===== src/rtl/fetch_ctrl_pkg.sv =====
// Shared constants and types for the instruction-fetch controller.
//  - im constants: start address, size in words, enable level
//  - fetch FSM state encoding
//  - fetch queue entry layout (instr, pc, fault)
//  - address legality helper used by the fault check
package fetch_ctrl_pkg;

  localparam logic [31:0] IM_START_ADDRESS = 32'h0000_3000;
  localparam int unsigned IM_SIZE          = 1024;
  localparam logic        IM_ENABLE        = 1'b1;

  typedef enum logic [1:0] {
    FC_IDLE = 2'd0,
    FC_RUN  = 2'd1,
    FC_HALT = 2'd2
  } fc_state_e;

  typedef struct packed {
    logic [31:0] instr;
    logic [31:0] pc;
    logic        fault;
  } fq_entry_t;

  // Word-aligned and inside [base, base + 4*words). The upper bound is
  // formed in 33 bits so a range ending at 2^32 cannot wrap.
  function automatic logic fc_addr_legal(input logic [31:0] addr,
                                         input logic [31:0] base,
                                         input int unsigned words);
    logic [32:0] limit;
    limit = {1'b0, base} + (33'(words) << 2);
    return (addr[1:0] == 2'b00) && (addr >= base) && ({1'b0, addr} < limit);
  endfunction

endpackage


===== src/rtl/fetch_ctrl_if.sv =====
// Bus bundle between fetch_ctrl and its neighbours.
//  redirect_valid/redirect_target : PC change request from execute
//  im_addr/im_enable/im_result    : combinational instruction memory port
//  out_valid/out_ready/out_*      : fetched-instruction handshake to decode
//  master : the fetch controller side; slave : the environment side.
interface fetch_ctrl_if;
  logic        redirect_valid;
  logic [31:0] redirect_target;
  logic [31:0] im_addr;
  logic        im_enable;
  logic [31:0] im_result;
  logic        out_valid;
  logic        out_ready;
  logic [31:0] out_instr;
  logic [31:0] out_pc;
  logic        out_fault;

  modport master (
    input  redirect_valid, redirect_target, im_result, out_ready,
    output im_addr, im_enable, out_valid, out_instr, out_pc, out_fault
  );

  modport slave (
    output redirect_valid, redirect_target, im_result, out_ready,
    input  im_addr, im_enable, out_valid, out_instr, out_pc, out_fault
  );
endinterface


===== src/rtl/fetch_queue.sv =====
// Small synchronous FIFO of fetched entries (instr, pc, fault).
//  clk, reset      : clock, asynchronous active-high reset
//  flush           : empties the queue; overrides enq
//  enq, enq_data   : push request and entry; accepted when not full or when
//                    a dequeue happens in the same cycle
//  deq             : pop the head (ignored when empty)
//  count           : number of stored entries
//  head_valid/data : head entry; data reads as zero when empty
// QDEPTH must be a power of two so the pointers wrap naturally.
module fetch_queue
  import fetch_ctrl_pkg::*;
#(
  parameter  int unsigned QDEPTH = 2,
  localparam int unsigned PW     = $clog2(QDEPTH),
  localparam int unsigned CW     = $clog2(QDEPTH + 1)
) (
  input  logic          clk,
  input  logic          reset,
  input  logic          flush,
  input  logic          enq,
  input  fq_entry_t     enq_data,
  input  logic          deq,
  output logic [CW-1:0] count,
  output logic          head_valid,
  output fq_entry_t     head_data
);

  fq_entry_t      mem [QDEPTH];
  logic [PW-1:0]  rd_ptr;
  logic [PW-1:0]  wr_ptr;
  logic           do_enq;
  logic           do_deq;

  always_comb begin
    do_deq = deq && (count != '0);
    do_enq = enq && !flush && ((count < CW'(QDEPTH)) || do_deq);
  end

  always_ff @(posedge clk or posedge reset) begin
    if (reset) begin
      rd_ptr <= '0;
      wr_ptr <= '0;
      count  <= '0;
      for (int unsigned i = 0; i < QDEPTH; i++) begin
        mem[i] <= '0;
      end
    end else if (flush) begin
      rd_ptr <= '0;
      wr_ptr <= '0;
      count  <= '0;
    end else begin
      if (do_enq) begin
        mem[wr_ptr] <= enq_data;
        wr_ptr      <= wr_ptr + PW'(1);
      end
      if (do_deq) begin
        rd_ptr <= rd_ptr + PW'(1);
      end
      if (do_enq && !do_deq) begin
        count <= count + CW'(1);
      end else if (!do_enq && do_deq) begin
        count <= count - CW'(1);
      end
    end
  end

  assign head_valid = (count != '0);
  assign head_data  = head_valid ? mem[rd_ptr] : '0;

endmodule


===== src/rtl/fetch_ctrl.sv =====
// Instruction-fetch controller between the PC logic and decode.
//  clk, reset : clock, asynchronous active-high reset
//  bus        : fetch_ctrl_if master modport (redirect in, im port,
//               decode handshake out)
// Owns the PC, drives the combinational instruction memory, flags
// misaligned/out-of-range fetches as fault entries, and buffers results
// in a fetch_queue. Redirects flush the queue and restart fetching.
module fetch_ctrl
  import fetch_ctrl_pkg::*;
#(
  parameter logic [31:0] START_ADDR = IM_START_ADDRESS,
  parameter int unsigned IM_WORDS   = IM_SIZE,
  parameter int unsigned QDEPTH     = 2
) (
  input  logic         clk,
  input  logic         reset,
  fetch_ctrl_if.master bus
);

  localparam int unsigned CW = $clog2(QDEPTH + 1);

  fc_state_e     state;
  logic [31:0]   pc;
  logic [CW-1:0] count;
  logic          head_valid;
  fq_entry_t     head_data;
  fq_entry_t     enq_data;
  logic          pc_legal;
  logic          can_enq;
  logic          enq;

  always_comb begin
    pc_legal = fc_addr_legal(pc, START_ADDR, IM_WORDS);
    // A same-cycle dequeue frees a slot, so a full queue still accepts.
    can_enq  = (count < CW'(QDEPTH)) || (head_valid && bus.out_ready);
    enq      = (state == FC_RUN) && can_enq && !bus.redirect_valid;
    if (pc_legal) begin
      enq_data = '{instr: bus.im_result, pc: pc, fault: 1'b0};
    end else begin
      enq_data = '{instr: '0, pc: pc, fault: 1'b1};
    end
  end

  always_ff @(posedge clk or posedge reset) begin
    if (reset) begin
      pc    <= START_ADDR;
      state <= FC_IDLE;
    end else if (bus.redirect_valid) begin
      pc    <= bus.redirect_target;
      state <= FC_RUN;
    end else begin
      case (state)
        FC_IDLE: state <= FC_RUN;
        FC_RUN: begin
          if (can_enq) begin
            if (pc_legal) begin
              pc <= pc + 32'd4;
            end else begin
              state <= FC_HALT;
            end
          end
        end
        FC_HALT: state <= FC_HALT;
        default: state <= FC_IDLE;
      endcase
    end
  end

  fetch_queue #(
    .QDEPTH(QDEPTH)
  ) u_queue (
    .clk        (clk),
    .reset      (reset),
    .flush      (bus.redirect_valid),
    .enq        (enq),
    .enq_data   (enq_data),
    .deq        (bus.out_ready),
    .count      (count),
    .head_valid (head_valid),
    .head_data  (head_data)
  );

  assign bus.im_addr   = pc;
  assign bus.im_enable = ((state == FC_RUN) && can_enq && pc_legal) ? IM_ENABLE : ~IM_ENABLE;
  assign bus.out_valid = head_valid;
  assign bus.out_instr = head_data.instr;
  assign bus.out_pc    = head_data.pc;
  assign bus.out_fault = head_data.fault;

endmodule

===== src/flat_wrapper.sv =====
// flat-port wrapper written by rule: the top's interface ports become plain ports
module fetch_ctrl_flat import fetch_ctrl_pkg::*;
#(
  parameter logic [31:0] START_ADDR = IM_START_ADDRESS,
  parameter int unsigned IM_WORDS   = IM_SIZE,
  parameter int unsigned QDEPTH     = 2
)
  (clk, reset, bus_redirect_valid, bus_redirect_target, bus_im_result, bus_out_ready, bus_im_addr, bus_im_enable, bus_out_valid, bus_out_instr, bus_out_pc, bus_out_fault);
  fetch_ctrl_if bus_i ();
  input  logic clk;
  input  logic reset;
  input wire logic [$bits(bus_i.redirect_valid)-1:0] bus_redirect_valid;
  input wire logic [$bits(bus_i.redirect_target)-1:0] bus_redirect_target;
  input wire logic [$bits(bus_i.im_result)-1:0] bus_im_result;
  input wire logic [$bits(bus_i.out_ready)-1:0] bus_out_ready;
  output wire logic [$bits(bus_i.im_addr)-1:0] bus_im_addr;
  output wire logic [$bits(bus_i.im_enable)-1:0] bus_im_enable;
  output wire logic [$bits(bus_i.out_valid)-1:0] bus_out_valid;
  output wire logic [$bits(bus_i.out_instr)-1:0] bus_out_instr;
  output wire logic [$bits(bus_i.out_pc)-1:0] bus_out_pc;
  output wire logic [$bits(bus_i.out_fault)-1:0] bus_out_fault;
  assign bus_i.redirect_valid = bus_redirect_valid;
  assign bus_i.redirect_target = bus_redirect_target;
  assign bus_i.im_result = bus_im_result;
  assign bus_i.out_ready = bus_out_ready;
  assign bus_im_addr = bus_i.im_addr;
  assign bus_im_enable = bus_i.im_enable;
  assign bus_out_valid = bus_i.out_valid;
  assign bus_out_instr = bus_i.out_instr;
  assign bus_out_pc = bus_i.out_pc;
  assign bus_out_fault = bus_i.out_fault;
  fetch_ctrl #(.START_ADDR(START_ADDR), .IM_WORDS(IM_WORDS), .QDEPTH(QDEPTH)) u_core (.clk(clk), .reset(reset), .bus(bus_i));
endmodule

===== config.mk =====
export PLATFORM = sky130hd
export DESIGN_NAME = fetch_ctrl_flat
export DESIGN_NICKNAME = d
export VERILOG_FILES = /design/src/rtl/fetch_ctrl_pkg.sv /design/src/rtl/fetch_ctrl_if.sv /design/src/rtl/fetch_queue.sv /design/src/rtl/fetch_ctrl.sv /design/src/flat_wrapper.sv
export SDC_FILE = /design/constraint.sdc
export NUM_CORES = 1
export LEC_CHECK = 0
export ABC_AREA = 1
export BUFFER_PORTS_ARGS = -buffer_cell sky130_fd_sc_hd__buf_4
export CORE_ASPECT_RATIO = 0.5
export CORE_MARGIN = 1
export CORE_UTILIZATION = 35
export CTS_BUF_LIST = sky130_fd_sc_hd__clkbuf_4 sky130_fd_sc_hd__clkbuf_8 sky130_fd_sc_hd__clkbuf_16
export CTS_CLUSTER_SIZE = 16
export DETAILED_ROUTE_END_ITERATION = 12
export PLACE_DENSITY = 0.59
export SKIP_CTS_REPAIR_TIMING = 1
export SLEW_MARGIN = 20
export SYNTH_ARGS = -nofsm -noshare
export SYNTH_HDL_FRONTEND = slang
export SYNTH_SLANG_ARGS = --single-unit

===== constraint.sdc =====
create_clock -name clk -period 5.3 [get_ports clk]
set_input_delay 1.06 -clock clk [delete_from_list [all_inputs] [get_ports clk]]
set_output_delay 1.06 -clock clk [all_outputs]
set_load 0.1 [all_outputs]

==> results.tsv, run 1 <==
metric	value	unit
worstSetupPathType	reg -> out	
drtIter0Drc	484	
period_share	0.717	
grt_usage	0.185	
yosysTopAreaCellShare	0.511	
portBuffers	166	
place_ws	1.78	ns
die_w	218	um
cpPeakStageDelay	0.84	ns
grt_antenna_before_repair	0	
grt-busiest-layer	met2	
power	7.01	mW
maxCapViolations	0	
outcome	complete, no violations	
cts_sinks	168	
ir_drop	0.000585	V
critPathTopFamily	buffers and inverters	
max_freq	263	MHz
die-area	0.0239	mm^2
synth_xor_area_frac	0.00323	
final-seq-area	0.00421	mm^2
grt_pass1_vias	6721	
syn_area	0.00813	mm^2
root_buffer	clkbuf_16	
multi_input_area	0.00313	mm^2
rsz0062_at_grt	false	
synthCells	1023	
final_antenna_net_count	0	
cp_num_buf_inv	2	
drive_above_1_share	0.199	
synth_compound_area_frac	0.156	
num_vias	6886	
synth_fa_ha_area_frac	0.00615	
min_period	3.80	ns
synth.area.mux_share	0	
h-tree-depth	4	
ys_top_cells_by_area	dfrtp_1 51%, nand2_1 15%, a21oi_1 6.3%	
io_pins	167	
routedWlPerCell	14.9	um
yosysSeqAreaShare	0.517	
worstSkewPairLatency	0.43	ns
synth_edf_count	0	
crit_path_top_delay_cell	inv_2	
holdCritPathClass	reg -> reg	
synthToLayoutAreaGrowth	21.4	%
syn-num-nets	1095	
clockBufferDepth	2	
start_kind	register	
synth_top_area_cell	dfrtp_1	
met3_usage	0.0302	
slew_headroom	0.325	
end_kind	output pin	
worst_slack	1.50	ns
worst-endpoint-arrival	2.74	ns
place_congestion	0.799	
use_met1	0.248	
ys_seq_elements	168	
diodes	0	
cts_tree	yes	
synth-simple-area-share	0.217	
grt_overflow	0	
initial_core_util	0.366	
synth_most_common_cell	nand2_1	
clock_skew	0.00816	ns
synth_ff_type	dfrtp_1	
nets	1193	
worstMarginPinSlew	1.01	ns
synthArstFlopShare	1.00	
use_met2	0.307	
grt_max_degree	169	
fill_cells	2248	
hp-start	u_core.u_queue.mem[31]$_DFFE_PP0P_	
synthTopCellsByCount	327 x nand2_1, 166 x dfrtp_1, 103 x a21oi_1	
synth_area_per_cell	7.95	um^2
grt_pass1_wl	34500	um
crit_chain	inv_2 > nand2_1 > a21oi_1 > buf_4	
hpwl	13800	um
route.detailed.drc	0	
post_drt_via_cell_ratio	4.81	
yosysWarnings	0	
hold_viol	0	
clk_pin_slew	0.07	ns
drt-total-wl	21300	um
cp.required	4.24	ns
yosysUniqueCellTypes	27	
p_per_area	711	mW/mm^2
coreArea	0.0222	mm^2
chipHeight	110	um
regToRegStartpoint	u_core.u_queue.count[1]$_DFFE_PP0P_	
numCtsBuffers	17	
p_leak	4.83	nW
setup_violations	0	
fin_setup_tns	0	ns
drtPass1Iterations	5	
num_rows	38	
critPathLaunch	u_core.u_queue.rd_ptr$_DFFE_PP0P_	
synth_top_family_by_area	simple AND/OR/NAND/NOR gates	
finalMaxSlewViolations	0	
critPathMaxFanout	45	
==> sequential cells by signal, indices dropped and copies added (netlist names) <==
register / count
u_core.u_queue.rd_ptr: 1
u_core.bus.im_addr: 32
u_core.state: 2
u_core.u_queue.mem: 130
u_core.u_queue.count: 2
u_core.u_queue.wr_ptr: 1
==> per-stage QoR <==
step | utilization | hold slack, ns | cells | instance area, um^2
2_1_floorplan | - | 0.453 | 1023 | 8140
3_3_place_gp | 0.418 | 0.466 | 1401 | 9290
3_5_place_dp | 0.419 | 0.470 | 1402 | 9310
4_1_cts | 0.444 | 0.486 | 1433 | 9870
5_1_grt | 0.444 | 0.507 | 1433 | 9870
6_report | 0.444 | 0.484 | 1433 | 9870
==> layout by cell type (no fill, tap or decap), drive strengths merged <==
master / netlist / routed
nand2: 332 / 332
buf: 63 / 173
dfrtp: 166 / 166
o21ai: 117 / 117
a21oi: 103 / 103
inv: 71 / 73
nor2: 62 / 62
nand3: 37 / 37
a21boi: 21 / 21
clkbuf: 31 / 18
nand4: 9 / 9
clkinvlp: 0 / 7
ha: 4 / 4
clkinv: 0 / 3
xor2: 2 / 2
dfstp: 2 / 2
xnor2: 1 / 1
nor3: 1 / 1
or2: 1 / 1
bufinv: 0 / 1
==> routing by layer <==
layer / vias up / share of wire
li1: 3444 / -
met1: 3287 / 0.47
met2: 133 / 0.48
met3: 22 / 0.039
met4: 0 / 0.014
met5: - / 0
==> layout make-up <==
cell class                 instances  share of cell area
timing repair buffer             173               0.135
multi-input combinational        690               0.317
sequential                       168               0.426
inverter                          71              0.0274
clock inverter                    13              0.0126
clock buffer                      18              0.0439
tap                              300              0.0380
==> worst register-to-register path: stages (launching register included) <==
cell and delay, ns:
dfrtp_1 0.46, inv_2 0.10, nand2_4 0.24, nand2_2 0.12, nand2_2 0.14, nand4_4 0.40
inv_2 0.55, a21boi_1 0.15
==> cells by family (layout without fill, tap and decap cells) <==
kind of cell | count (synthesis) | after routing
flip-flops | 168 | 168
AO/OA/AOI/OAI | 241 | 241
AND/OR/NAND/NOR | 442 | 442
buffers and inverters | 165 | 275
adder cells (fa/ha/maj) | 4 | 4
XOR/XNOR | 3 | 3
==> worst paths after layout <==
kind | endpoint | slack, ns | cells past startpoint
worst max-delay path | bus_out_pc[21] | 1.50 | 4
max in group asynchronous | u_core.bus.im_addr[7]$_DFFE_PP0P_ | 3.67 | 3
min in group asynchronous | u_core.u_queue.mem[37]$_DFFE_PP0P_ | 0.83 | 3
worst min register to register | u_core.u_queue.mem[31]$_DFFE_PP0P_ | 0.48 | 2
worst min-delay path | u_core.u_queue.mem[31]$_DFFE_PP0P_ | 0.48 | 2
worst max register to register | u_core.u_queue.mem[58]$_DFFE_PP0P_ | 3.01 | 7
==> power breakdown <==
group          leakage, nW  total [mW]  switching, mW  internal (mW)
clock                0.255        1.19          0.534          0.653
sequential            2.07        2.03          0.273           1.76
combinational         2.50        3.80           2.96          0.839
total                 4.83        7.01           3.77           3.25
(Power assumes the default switching activity.)
==> run 2, diff against run 1 <==
- PLACE_DENSITY: 0.59 -> 0.57
- clock period: 5.3 -> 3.9 ns (I/O delays scaled with it)
==> run 2 against run 1 <==
- sequential power grew 35%
- final cell count grew 0.49%
- setup slack lost 0.79 ns
- critical endpoint is now bus_out_pc[13]
- largest power group unchanged
- highest routed layer unchanged
==> results.tsv, run 2 (synthesis gave the netlist of run 1 again) <==
metric	value	unit	change
maxCapViolations	0		unchanged
coreArea	0.0222	mm^2	unchanged
placed_area	0.00939	mm^2	+0.79%
place_ws	0.832	ns	-0.946 ns
routedWlPerCell	14.9	um	+0.44%
h-tree-depth	4		unchanged
largest_register	u_core.u_queue.mem		
die-area	0.0239	mm^2	unchanged
worstMarginPinSlew	0.749	ns	-0.264 ns
p_per_area	971	mW/mm^2	+37%
min_period	3.20	ns	
num_rows	38		unchanged
period_share	0.819		
dp_cells	1408		+0.43%
cts_sinks	168		unchanged
drive_above_1_share	0.212		+0.0128
hold_viol	0		unchanged
num_vias	6903		+0.25%
final_cell_mix	327 x nand2_1, 177 x buf_4, 165 x dfrtp_1		
portBuffers	166		unchanged
holdCritPathClass	reg -> reg		
cp.required	3.12	ns	-1.12 ns
ir_drop	0.000646	V	+11%
fill_cells	2191		-2.5%
worst-endpoint-arrival	2.42	ns	-0.32 ns
slew_headroom	0.500		+0.175
drtPass1Iterations	6		+1
cp_num_buf_inv	3		+1
setup_violations	0		unchanged
power	9.72	mW	+39%
routed.top_layer	met4		
start_kind	register		
cts_tree	yes		
grt_antenna_before_repair	0		unchanged
clock_skew	0.0105	ns	+0.00235 ns
finalMaxSlewViolations	0		unchanged
critPathMaxFanout	25		-44%
crit_path_top_delay_cell	dfrtp_4		
fin_setup_tns	0	ns	unchanged
io_pins	167		unchanged
clockBufferDepth	2		unchanged
die_w	218	um	unchanged
final_antenna_net_count	0		unchanged
wl_met3	841	um	+1.1%
grt_pass1_vias	6677		-0.65%
worstSetupPathType	reg -> out		
multi_input_area	0.00316	mm^2	+1.1%
final-seq-area	0.00421	mm^2	about the same
layout_commonest_cell	nand2_1		
drt-total-wl	21500	um	+0.93%
p_leak	4.89	nW	+1.3%
utilization	0.451		+0.00609
root_buffer	clkbuf_16		
worstSkewPairLatency	0.42	ns	about the same
place_congestion	0.791		-1.0%
worst_slack	0.704	ns	-0.794 ns
synthToLayoutAreaGrowth	23.0	%	
cpPeakStageDelay	0.63	ns	-0.21 ns
largest_reg_flops	130		unchanged
hpwl	14300	um	+3.7%
holdWs	0.482	ns	-0.00188 ns
drtIter0Drc	516		+6.6%
crit_chain	inv_2 > buf_4 > nand2_1 > a21oi_1 > buf_4		
path_common_cell	buf_4		
rsz0062_at_grt	false		
stdcell_area	0.0100	mm^2	+1.4%
stdcell_count	1440		+0.49%
clk_pin_slew	0.06	ns	about the same
dr_wl_met2	10500	um	+2.5%
numCtsBuffers	17		unchanged
outcome	complete, no violations		
max_freq	313	MHz	
post_drt_via_cell_ratio	4.79		-0.24%
nets	1199		+0.50%
grt_max_degree	95		-44%
grt_pass1_wl	34800	um	+0.86%
diodes	0		unchanged
m1WireLength	10000	um	+0.55%
route.detailed.drc	0		unchanged
grt_usage	0.186		+0.00118
grt_overflow	0		unchanged
initial_core_util	0.366		unchanged
chipHeight	110	um	unchanged
critPathTopFamily	buffers and inverters		
end_kind	output pin		
==> run 2: cell types whose count changed in the layout (fill, tap and decap cells not counted), moves of 2 or more <==
| cell | before | now |
|---|---|---|
| buf_4 | 171 | 177 |
| a21oi_2 | 0 | 9 |
| a21oi_1 | 103 | 94 |
| bufinv_16 | 1 | 3 |
| clkinv_4 | 2 | 0 |
| clkbuf_8 | 0 | 2 |
| clkbuf_4 | 1 | 3 |
| clkinvlp_4 | 7 | 5 |
==> run 2: worst paths after layout <==
path                                                          start                                  to  slack, ns  cells past startpoint
min in group asynchronous                                     reset  u_core.u_queue.mem[37]$_DFFE_PP0P_       0.50                      3
worst min-delay path             u_core.u_queue.mem[79]$_DFFE_PP0P_  u_core.u_queue.mem[79]$_DFFE_PP0P_       0.48                      2
worst max-delay path              u_core.u_queue.rd_ptr$_DFFE_PP0P_                      bus_out_pc[13]       0.70                      5
worst min register to register   u_core.u_queue.mem[79]$_DFFE_PP0P_  u_core.u_queue.mem[79]$_DFFE_PP0P_       0.48                      2
max in group asynchronous                                     reset   u_core.u_queue.rd_ptr$_DFFE_PP0P_       2.91                      3
worst max register to register  u_core.u_queue.count[1]$_DFFE_PP0P_  u_core.u_queue.mem[50]$_DFFE_PP0P_       1.61                      7
==> run 2: where the power goes <==
part | total (mW) | internal, mW | leakage, nW | switching, mW
registers | 2.74 | 2.39 | 2.07 | 0.355
clock network | 1.76 | 1.07 | 0.294 | 0.695
logic | 5.21 | 1.15 | 2.53 | 4.07
==> run 2: metal layers <==
| metal | vias to the layer above | global-route usage |
|---|---|---|
| met4 | 0 | 0.0453 |
| met2 | 132 | 0.313 |
| li1 | 3448 | - |
| met3 | 11 | 0.0271 |
| met1 | 3312 | 0.252 |
| met5 | - | 0 |
==> run 2: worst register-to-register path, cell delays in order (launching register included) <==
cell,delay [ns]
dfrtp_1,0.45
inv_2,0.10
nand2_4,0.25
nand2_2,0.12
nand2_2,0.14
nand4_4,0.41
inv_2,0.55
a21boi_1,0.13
==> run 2: layout make-up <==
type,count,area share
clock inverters,10,0.0143
multi-input cells,690,0.316
inverters,71,0.0270
flip-flops and latches,168,0.421
well taps,300,0.0375
repair buffers,179,0.137
clock buffers,22,0.0475
